File: src/rtl/rv32_pkg.sv
// Shared RV32 execute-stage types: M-extension funct3 codes, mul/div FSM states and ALU op codes.
package rv32_pkg;

  typedef enum logic [2:0] {
    OP_MUL    = 3'b000,
    OP_MULH   = 3'b001,
    OP_MULHSU = 3'b010,
    OP_MULHU  = 3'b011,
    OP_DIV    = 3'b100,
    OP_DIVU   = 3'b101,
    OP_REM    = 3'b110,
    OP_REMU   = 3'b111
  } muldiv_op_e;

  typedef enum logic [1:0] {
    IDLE = 2'd0,
    CALC = 2'd1,
    DONE = 2'd2
  } muldiv_state_e;

  typedef enum logic [3:0] {
    ALU_ADD  = 4'd0,
    ALU_SUB  = 4'd1,
    ALU_AND  = 4'd2,
    ALU_OR   = 4'd3,
    ALU_XOR  = 4'd4,
    ALU_SLL  = 4'd5,
    ALU_SRL  = 4'd6,
    ALU_SRA  = 4'd7,
    ALU_SLT  = 4'd8,
    ALU_SLTU = 4'd9
  } alu_op_e;

  localparam logic [4:0] MULDIV_LAST_ITER = 5'd31;

endpackage

File: src/rtl/muldiv_unit.sv
// Iterative RV32M multiply/divide: done pulses 33 edges after the accepting edge (1 for div-by-zero/overflow).
// No backpressure; start is only looked at while idle, so the control unit must stall the PC while busy is high.
module muldiv_unit
  import rv32_pkg::*;
#(
  parameter int XLEN = 32
) (
  input  logic            clk,
  input  logic            rst,
  input  logic            start,
  input  logic [2:0]      op,
  input  logic [XLEN-1:0] A,
  input  logic [XLEN-1:0] B,
  output logic            busy,
  output logic            done,
  output logic [XLEN-1:0] Result
);

  localparam int DW = 2 * XLEN;

  function automatic logic [XLEN-1:0] neg_if(input logic [XLEN-1:0] v, input logic n);
    return n ? (~v + XLEN'(1)) : v;
  endfunction

  muldiv_state_e state;
  muldiv_op_e    op_q;
  muldiv_op_e    op_in;
  logic          div_q;
  logic          neg_q;
  logic [4:0]    cnt;
  logic [DW-1:0] acc;
  logic [XLEN-1:0] opnd;

  logic            a_signed, b_signed, a_neg, b_neg, in_div, neg_in;
  logic            special, b_zero, ovf;
  logic [XLEN-1:0] a_mag, b_mag, special_res;

  logic [XLEN:0]   mul_sum;
  logic [DW-1:0]   mul_nx, div_nx, acc_nx, prod;
  logic            div_ge;
  logic [XLEN-1:0] div_diff, div_sel, res_final;

  // Operand decode: magnitudes, result sign and the cases resolved without iterating.
  always_comb begin
    op_in    = muldiv_op_e'(op);
    in_div   = op[2];
    a_signed = (op_in == OP_MUL) || (op_in == OP_MULH) || (op_in == OP_MULHSU) ||
               (op_in == OP_DIV) || (op_in == OP_REM);
    b_signed = (op_in == OP_MUL) || (op_in == OP_MULH) ||
               (op_in == OP_DIV) || (op_in == OP_REM);
    a_neg    = a_signed & A[XLEN-1];
    b_neg    = b_signed & B[XLEN-1];
    a_mag    = neg_if(A, a_neg);
    b_mag    = neg_if(B, b_neg);

    case (op_in)
      OP_DIV:            neg_in = a_neg ^ b_neg;
      OP_REM:            neg_in = a_neg;
      OP_DIVU, OP_REMU:  neg_in = 1'b0;
      default:           neg_in = a_neg ^ b_neg;
    endcase

    b_zero  = (B == '0);
    ovf     = ((op_in == OP_DIV) || (op_in == OP_REM)) &&
              (A == {1'b1, {(XLEN-1){1'b0}}}) && (B == '1);
    special = in_div && (b_zero || ovf);

    // op[1] separates REM/REMU from DIV/DIVU
    if (b_zero)
      special_res = op[1] ? A : '1;
    else
      special_res = op[1] ? '0 : {1'b1, {(XLEN-1){1'b0}}};
  end

  // One iteration of either algorithm; the low half of acc holds multiplier / dividend bits.
  always_comb begin
    mul_sum  = {1'b0, acc[DW-1:XLEN]} + (acc[0] ? {1'b0, opnd} : '0);
    mul_nx   = {mul_sum, acc[XLEN-1:1]};

    div_ge   = acc[DW-1:XLEN-1] >= {1'b0, opnd};
    div_diff = acc[DW-2:XLEN-1] - opnd;
    div_nx   = div_ge ? {div_diff, acc[XLEN-2:0], 1'b1} : {acc[DW-2:0], 1'b0};

    acc_nx   = div_q ? div_nx : mul_nx;

    prod     = neg_q ? (~acc_nx + DW'(1)) : acc_nx;
    div_sel  = ((op_q == OP_REM) || (op_q == OP_REMU)) ? acc_nx[DW-1:XLEN] : acc_nx[XLEN-1:0];

    if (div_q)
      res_final = neg_if(div_sel, neg_q);
    else if (op_q == OP_MUL)
      res_final = prod[XLEN-1:0];
    else
      res_final = prod[DW-1:XLEN];
  end

  // done/busy are registered off the state, so they trail the DONE state by one edge:
  // the done=1 cycle is already IDLE and can accept the next start.
  always_ff @(posedge clk) begin
    if (rst) begin
      state  <= IDLE;
      busy   <= 1'b0;
      done   <= 1'b0;
      Result <= '0;
      op_q   <= OP_MUL;
      div_q  <= 1'b0;
      neg_q  <= 1'b0;
      cnt    <= '0;
      acc    <= '0;
      opnd   <= '0;
    end else begin
      done <= (state == DONE);
      case (state)
        IDLE: begin
          if (start) begin
            op_q  <= op_in;
            div_q <= in_div;
            neg_q <= neg_in;
            cnt   <= '0;
            busy  <= 1'b1;
            if (special) begin
              acc    <= '0;
              opnd   <= '0;
              Result <= special_res;
              state  <= DONE;
            end else begin
              acc   <= {{XLEN{1'b0}}, (in_div ? a_mag : b_mag)};
              opnd  <= in_div ? b_mag : a_mag;
              state <= CALC;
            end
          end
        end

        CALC: begin
          acc <= acc_nx;
          cnt <= cnt + 5'd1;
          if (cnt == MULDIV_LAST_ITER) begin
            Result <= res_final;
            state  <= DONE;
          end
        end

        DONE: begin
          busy  <= 1'b0;
          state <= IDLE;
        end

        default: begin
          busy  <= 1'b0;
          state <= IDLE;
        end
      endcase
    end
  end

endmodule
File: config.mk
export PLATFORM = sky130hd
export DESIGN_NAME = muldiv_unit
export DESIGN_NICKNAME = d
export VERILOG_FILES = /design/src/rtl/rv32_pkg.sv /design/src/rtl/muldiv_unit.sv
export SDC_FILE = /design/constraint.sdc
export NUM_CORES = 1
export LEC_CHECK = 0
export BUFFER_PORTS_ARGS = -buffer_cell sky130_fd_sc_hd__buf_2
export CAP_MARGIN = 10
export CELL_PAD_IN_SITES_DETAIL_PLACEMENT = 0
export CELL_PAD_IN_SITES_GLOBAL_PLACEMENT = 1
export CORE_MARGIN = 4
export CORE_UTILIZATION = 49
export DETAILED_ROUTE_END_ITERATION = 12
export PLACE_DENSITY = 0.95
export SLEW_MARGIN = 20
export SYNTH_ARGS = -nofsm -noshare
export SYNTH_HDL_FRONTEND = slang
export SYNTH_SLANG_ARGS = --single-unit
File: constraint.sdc
create_clock -name clk -period 15.2 [get_ports clk]
set_clock_uncertainty 0.1 [all_clocks]
set_input_delay 1.52 -clock clk [delete_from_list [all_inputs] [get_ports clk]]
set_output_delay 1.52 -clock clk [all_outputs]
set_load 0.1 [all_outputs]
==> reports/qor.txt, run 1 <==
outcome = complete, no violations
clock network fraction of total power = 0.293
Setup Buffers After CTS = 0
final period utilization = 0.4175
placed instance area = 17600 µm²
row cnt = 67
port buffer count = 103
I/O pin count = 104
Post-Syn Area = 16890 µm²
total track usage = 0.3879
logic gate share of total power = 0.440
most common cell after layout, fill and taps aside = nand2_1
adder-cell share of the synthesized area = 0.05498
XOR/XNOR share of the synthesized area = 0.07416
Post-Synth Simple-Gate Area = 0.2778
Total Routed Length = 77050 µm
Layout area overhead = 7.787%
final setup violation count = 0
nets = 2631
FF-to-FF path depth = 17
Worst slew margin = 0.1702
Hold Path Cell Cnt = 1
Yosys cell types = 93
H-tree depth = 4
switching fraction of total power = 0.4563
crit start category = register
core area = 33780 µm²
main combinational cell family by area after synthesis = compound AO/OA/AOI/OAI gates
total power = 0.001552 W
Worst-path clk slew = 0.07 ns
Max Slew Vio Count = 0
Antenna Nets Post-Route = 0
Worst Setup Path Type = reg2reg
Iter 0 DRT Violations = 2796
worst-margin pin slew = 1.242 ns
post-synthesis mux area share = 0.04490
VDD IR max = 0.08828 mV
met3 WL = 8828 µm
DR WL met2 = 32470 µm
Avg Vias per Cell = 6.929
worst path required time = 15.47 ns
FMAX = 157.6 MHz
Main synth FF type = dfxtp_1
Synth area leaders = dfxtp_1, a21oi_1, nand2_1, nor2_1, o21ai_0
DRC = 0
Horiz. Die Dim = 193.6 µm
Ys Warns = 0
Post-CTS Resized = 0
min-delay worst type = reg2reg
maxcap violations = 0
Arr. time, crit path = 6.62 ns
antenna violations before repair = 1
top cell type's share of synthesized area = 0.1671
final HPWL from detailed placement = 59380 µm
crit path time final = 6.346 ns
vias in the first global route = 18480
compound-cell area share of the yosys netlist = 0.3261
crit end category = register
Mean Syn Cell Area = 6.750 µm²
Syn Nets = 2645
routability congestion estimate from global placement = 1.078
Setup TNS = 0 ns
Async SR Flop Fraction = 0
Clock Tree Root = clkbuf_16
sequential share of the synthesized area = 0.1671
final hold vios = 0
commonest non-fill, non-tap cells in the layout = nand2_1, nor2_1, a21oi_1
Worst-Skew Late Latency = 0.47 ns
CTS sink cnt = 141
first-pass GRT wire length = 114300 µm
met1 wire length = 29480 µm
cts hold-fix bufs = 0
Final Cell Area = 18200 µm²
Die Height = 193.6 µm
leading area contributor after synthesis = dfxtp_1
Pwr Density = 85.24 nW/µm²
Pleak = 6.978 nW
DR WL/cell = 26.13 µm
layout cells sized above 1 = 0.09756
largest net degree at the start of global routing = 89
crit path max fanout = 9
initial core utilization = 0.4999
number of diodes = 0
topmost layer with routed signal wires = met4
Pint = 0.0008437 W
via count = 20430
unrepaired setup endpoints after global routing = false
Seq pwr share = 0.267
total grt overflow = 0
CTS max path bufs = 2
switching power = 0.0007080 W
# fillers = 3404
DR pass1 iterations = 8
Yosys reg bits = 141
number of synthesized flops with an enable pin = 0
CTS tree = done
Post-Synthesis Cells = 2502
die area = 37500 µm²
clock buffer count from CTS = 17
[power groups by stage]
stage               logic (W)  clock network (W)  registers (W)
floorplan            0.000440                  0       0.000410
global placement     0.000650                  0       0.000420
detailed placement   0.000652                  0       0.000421
CTS                  0.000655           0.000453       0.000413
global route         0.000720           0.000469       0.000416
finish               0.000683           0.000454       0.000414
[kinds of logic after synthesis]
kind of cell | after synthesis
AND/OR/NAND/NOR | 978
adder cells (fa/ha/maj) | 73
multiplexers | 74
XOR/XNOR | 143
buffers and inverters | 239
flip-flops | 141
AO/OA/AOI/OAI | 854
[stage by stage]
step                      hold slack [ns]  std cells  setup WS (ns)    util
after CTS                          0.3660       2949          9.023  0.5388
after floorplan                    0.3287       2502          9.502       -
after global placement             0.3459       2917          9.262  0.5209
after detailed placement           0.3508       2917          9.057  0.5209
final                              0.3689       2949          8.854  0.5388
after global routing               0.3986       2949          8.481  0.5388
[registers in the layout (all words and copies together), names as in the netlist]
register  count
cnt           5
state         2
busy          1
opnd         32
done          1
op_q          3
acc          64
neg_q         1
Result       32
[synthesized netlist by cell type, types with 17 or more instances]
cell      instances
a211oi_1         35
a21o_1           23
a21oi_1         240
a22oi_1          19
a31oi_1          76
and2_1           48
and3_1           19
buf_2            25
clkbuf_1        129
dfxtp_1         141
ha_1             71
inv_1            67
mux2i_1          60
nand2_1         291
nand2b_1         17
nand3_1         102
nand4_1          27
nor2_1          248
nor3_1           80
nor4_1           28
o211ai_1         71
o21a_1           25
o21ai_0         178
o31ai_1          34
or2_2            18
or3_1            26
xnor2_1          74
xor2_1           69
[worst paths after layout]
kind,start,endpoint,slack [ns]
worst max-delay path,acc[33],Result[8],8.85
worst min-delay path,cnt[3],cnt[3],0.37
worst max register to register,acc[33],Result[8],8.85
worst min register to register,cnt[3],cnt[3],0.37
[layer usage]
metal / up-vias / track usage
met5: - / 0
met4: 0 / 0.2499
met3: 300 / 0.08827
met2: 1387 / 0.5852
met1: 9517 / 0.4984
li1: 9229 / -
[layout make-up]
class                   count  area (µm²)  share of cell area
flip-flops and latches    141        2828              0.1553
repair buffers            136       765.7             0.04207
well taps                 448       560.5             0.03079
inverters                  70       262.8             0.01443
clock inverters            15       180.2            0.009898
clock buffers              17       425.4             0.02337
multi-input cells        2122       13180              0.7241
[critical path, cell delays in order (launching register included)]
cell and delay [ns]:
dfxtp_1 0.46, ha_1 0.34, and3_1 0.31, o21a_1 0.21, o21ai_2 0.36, a311o_1 0.63, nand2_1 0.14, a21oi_1 0.24
ha_1 0.26, nor4b_1 0.64, and3_1 0.33, or4b_1 0.60, or4_1 0.55, o21ai_0 0.24, xor2_1 0.09, o21ai_0 0.16
o211ai_1 0.24, a311oi_1 0.34
Note: power is estimated with default switching activity, not from simulation.
==> run 2, diff against run 1 <==
CORE_UTILIZATION = 46   (was 49)
PLACE_DENSITY = 0.92   (was 0.95)
clock period = 6.6 ns   (was 15.2 ns; I/O delays follow)
==> run 2 against run 1 <==
  * Via count grew 0.82%
  * Register-to-register slack lost 8.6 ns
  * Sequential share of layout area shrank 0.16 points
  * Flip-flop and latch count is the same
  * Power grew 130%
  * Core utilization shrank 2.7 points
  * Largest power group unchanged
==> reports/qor.txt, run 2 (synthesized netlist as in run 1, its figures left out) <==
crit start category = register
outcome = complete, no violations
CP Buf/Inv Count = 2
largest net degree at the start of global routing = 93
port buffer count = 103
via count = 20600
crit end category = register
VDD IR max = 0.1974 mV
# fillers = 3756
Total Routed Length = 81020 µm
crit-path max cell delay = 0.60 ns
crit path max fanout = 28
Pint = 0.001979 W
core area = 35910 µm²
row cnt = 69
most common cell after layout, fill and taps aside = nand2_1
Layout Utilization = 0.5120
Seq pwr share = 0.263
Horiz. Die Dim = 199.6 µm
Hold Slack = 0.3596 ns
switching fraction of total power = 0.4566
final setup violation count = 0
Worst slew margin = 0.1606
crit path time final = 6.299 ns
logic gate share of total power = 0.446
CTS sink cnt = 141
Pwr Density = 198.1 nW/µm²
R2R setup slack = 0.30 ns
routability congestion estimate from global placement = 1.048
total track usage = 0.3919
FMAX = 158.7 MHz
Max Slew Vio Count = 0
maxcap violations = 0
clock buffer count from CTS = 17
biggest regs = acc (64), Result (32), opnd (32)
switching power = 0.001663 W
Layout area overhead = 8.891%
Avg Vias per Cell = 6.903
unrepaired setup endpoints after global routing = false
H-tree depth = 4
commonest non-fill, non-tap cells in the layout = nand2_1, nor2_1, a21oi_1
final HPWL from detailed placement = 62070 µm
critical path cell sequence = inv_1 > ha_1 > a21oi_1 > o21ai_0 > a41oi_2 > o21a_1 > buf_4 > nand3_1 > o211ai_1 > ha_1 > nand2_1 > nor4_1 > a311oi_1 > or3_1 > nor3_1 > nand3_1 > mux2i_1 > a2111oi_0 > a211oi_1
clock network fraction of total power = 0.291
initial core utilization = 0.4702
die area = 39840 µm²
Post-CTS Resized = 0
antenna violations before repair = 4
total grt overflow = 0
Clock Tree Root = clkbuf_16
Antenna Nets Post-Route = 0
DRC = 0
CTS tree = done
min-delay worst type = reg2reg
nets = 2652
Worst-path clk slew = 0.07 ns
DR WL/cell = 27.15 µm
layout cells sized above 1 = 0.1043
worst-margin pin slew = 1.252 ns
max reg flops = 64
Die Height = 199.6 µm
Iter 0 DRT Violations = 2671
DR pass1 iterations = 8
Crit-path slowest cell = or3_1
vias in the first global route = 18630
I/O pin count = 104
Arr. time, crit path = 6.52 ns
Worst Setup Path Type = reg2reg
CP delay by family, top = compound AO/OA/AOI/OAI gates
final period utilization = 0.9544
Setup Buffers After CTS = 0
first-pass GRT wire length = 119000 µm
cts hold-fix bufs = 0
worst path required time = 6.82 ns
Pleak = 7.080 nW
Largest Register = acc
total power = 0.003642 W
CTS max path bufs = 2
Setup TNS = 0 ns
final hold vios = 0
Worst-Skew Late Latency = 0.47 ns
-- run 2: cell count changes in the layout (fill, tap and decap cells not counted), moves of 2 or more --
cell | before | now
buf_4 | 34 | 54
clkinv_2 | 0 | 2
diode_2 | 0 | 2
clkinv_4 | 5 | 2
inv_8 | 4 | 0
-- run 2: power by group through the flow --
stage	Combinational, W	Sequential [W]	Clock (W)
final	0.00162	0.000959	0.00106
after global placement	0.00155	0.000972	0
after global routing	0.00171	0.000963	0.00108
after floorplan	0.00101	0.000945	0
after detailed placement	0.00155	0.000975	0
after CTS	0.00155	0.000955	0.00106
-- run 2: through the flow --
stage / area (µm²) / cells / setup WS, ns
global route: 18380 / 2982 / 0.2513
CTS: 18350 / 2981 / 0.5712
floorplan: 16890 / 2502 / 0.9016
global placement: 17750 / 2950 / 0.4532
finish: 18390 / 2984 / 0.3008
detailed placement: 17750 / 2950 / 0.5746
-- run 2: worst paths after layout --
kind,startpoint,endpoint,cells past startpoint
hold reg to reg,cnt[3],cnt[3],1
setup reg to reg,opnd[28],Result[30],19
setup / recovery,opnd[28],Result[30],19
hold / removal,cnt[3],cnt[3],1
-- run 2: final cells by class --
class                   count  area, µm²  share of cell area
well taps                 461      576.8             0.03137
diodes                      2      5.005           0.0002722
multi-input cells        2122      13180              0.7165
clock inverters            11      128.9            0.007008
clock buffers              20      467.9             0.02545
repair buffers            157      943.4             0.05130
inverters                  70      262.8             0.01429
flip-flops and latches    141       2828              0.1538
-- run 2: metal layers --
| metal | vias to the layer above | global-route usage | wire, µm |
|---|---|---|---|
| met5 | - | 0 | 42 |
| met1 | 9705 | 0.5234 | 32270 |
| met2 | 1324 | 0.5983 | 34640 |
| met4 | 6 | 0.2108 | 5442 |
| met3 | 291 | 0.07284 | 8620 |
| li1 | 9274 | - | - |
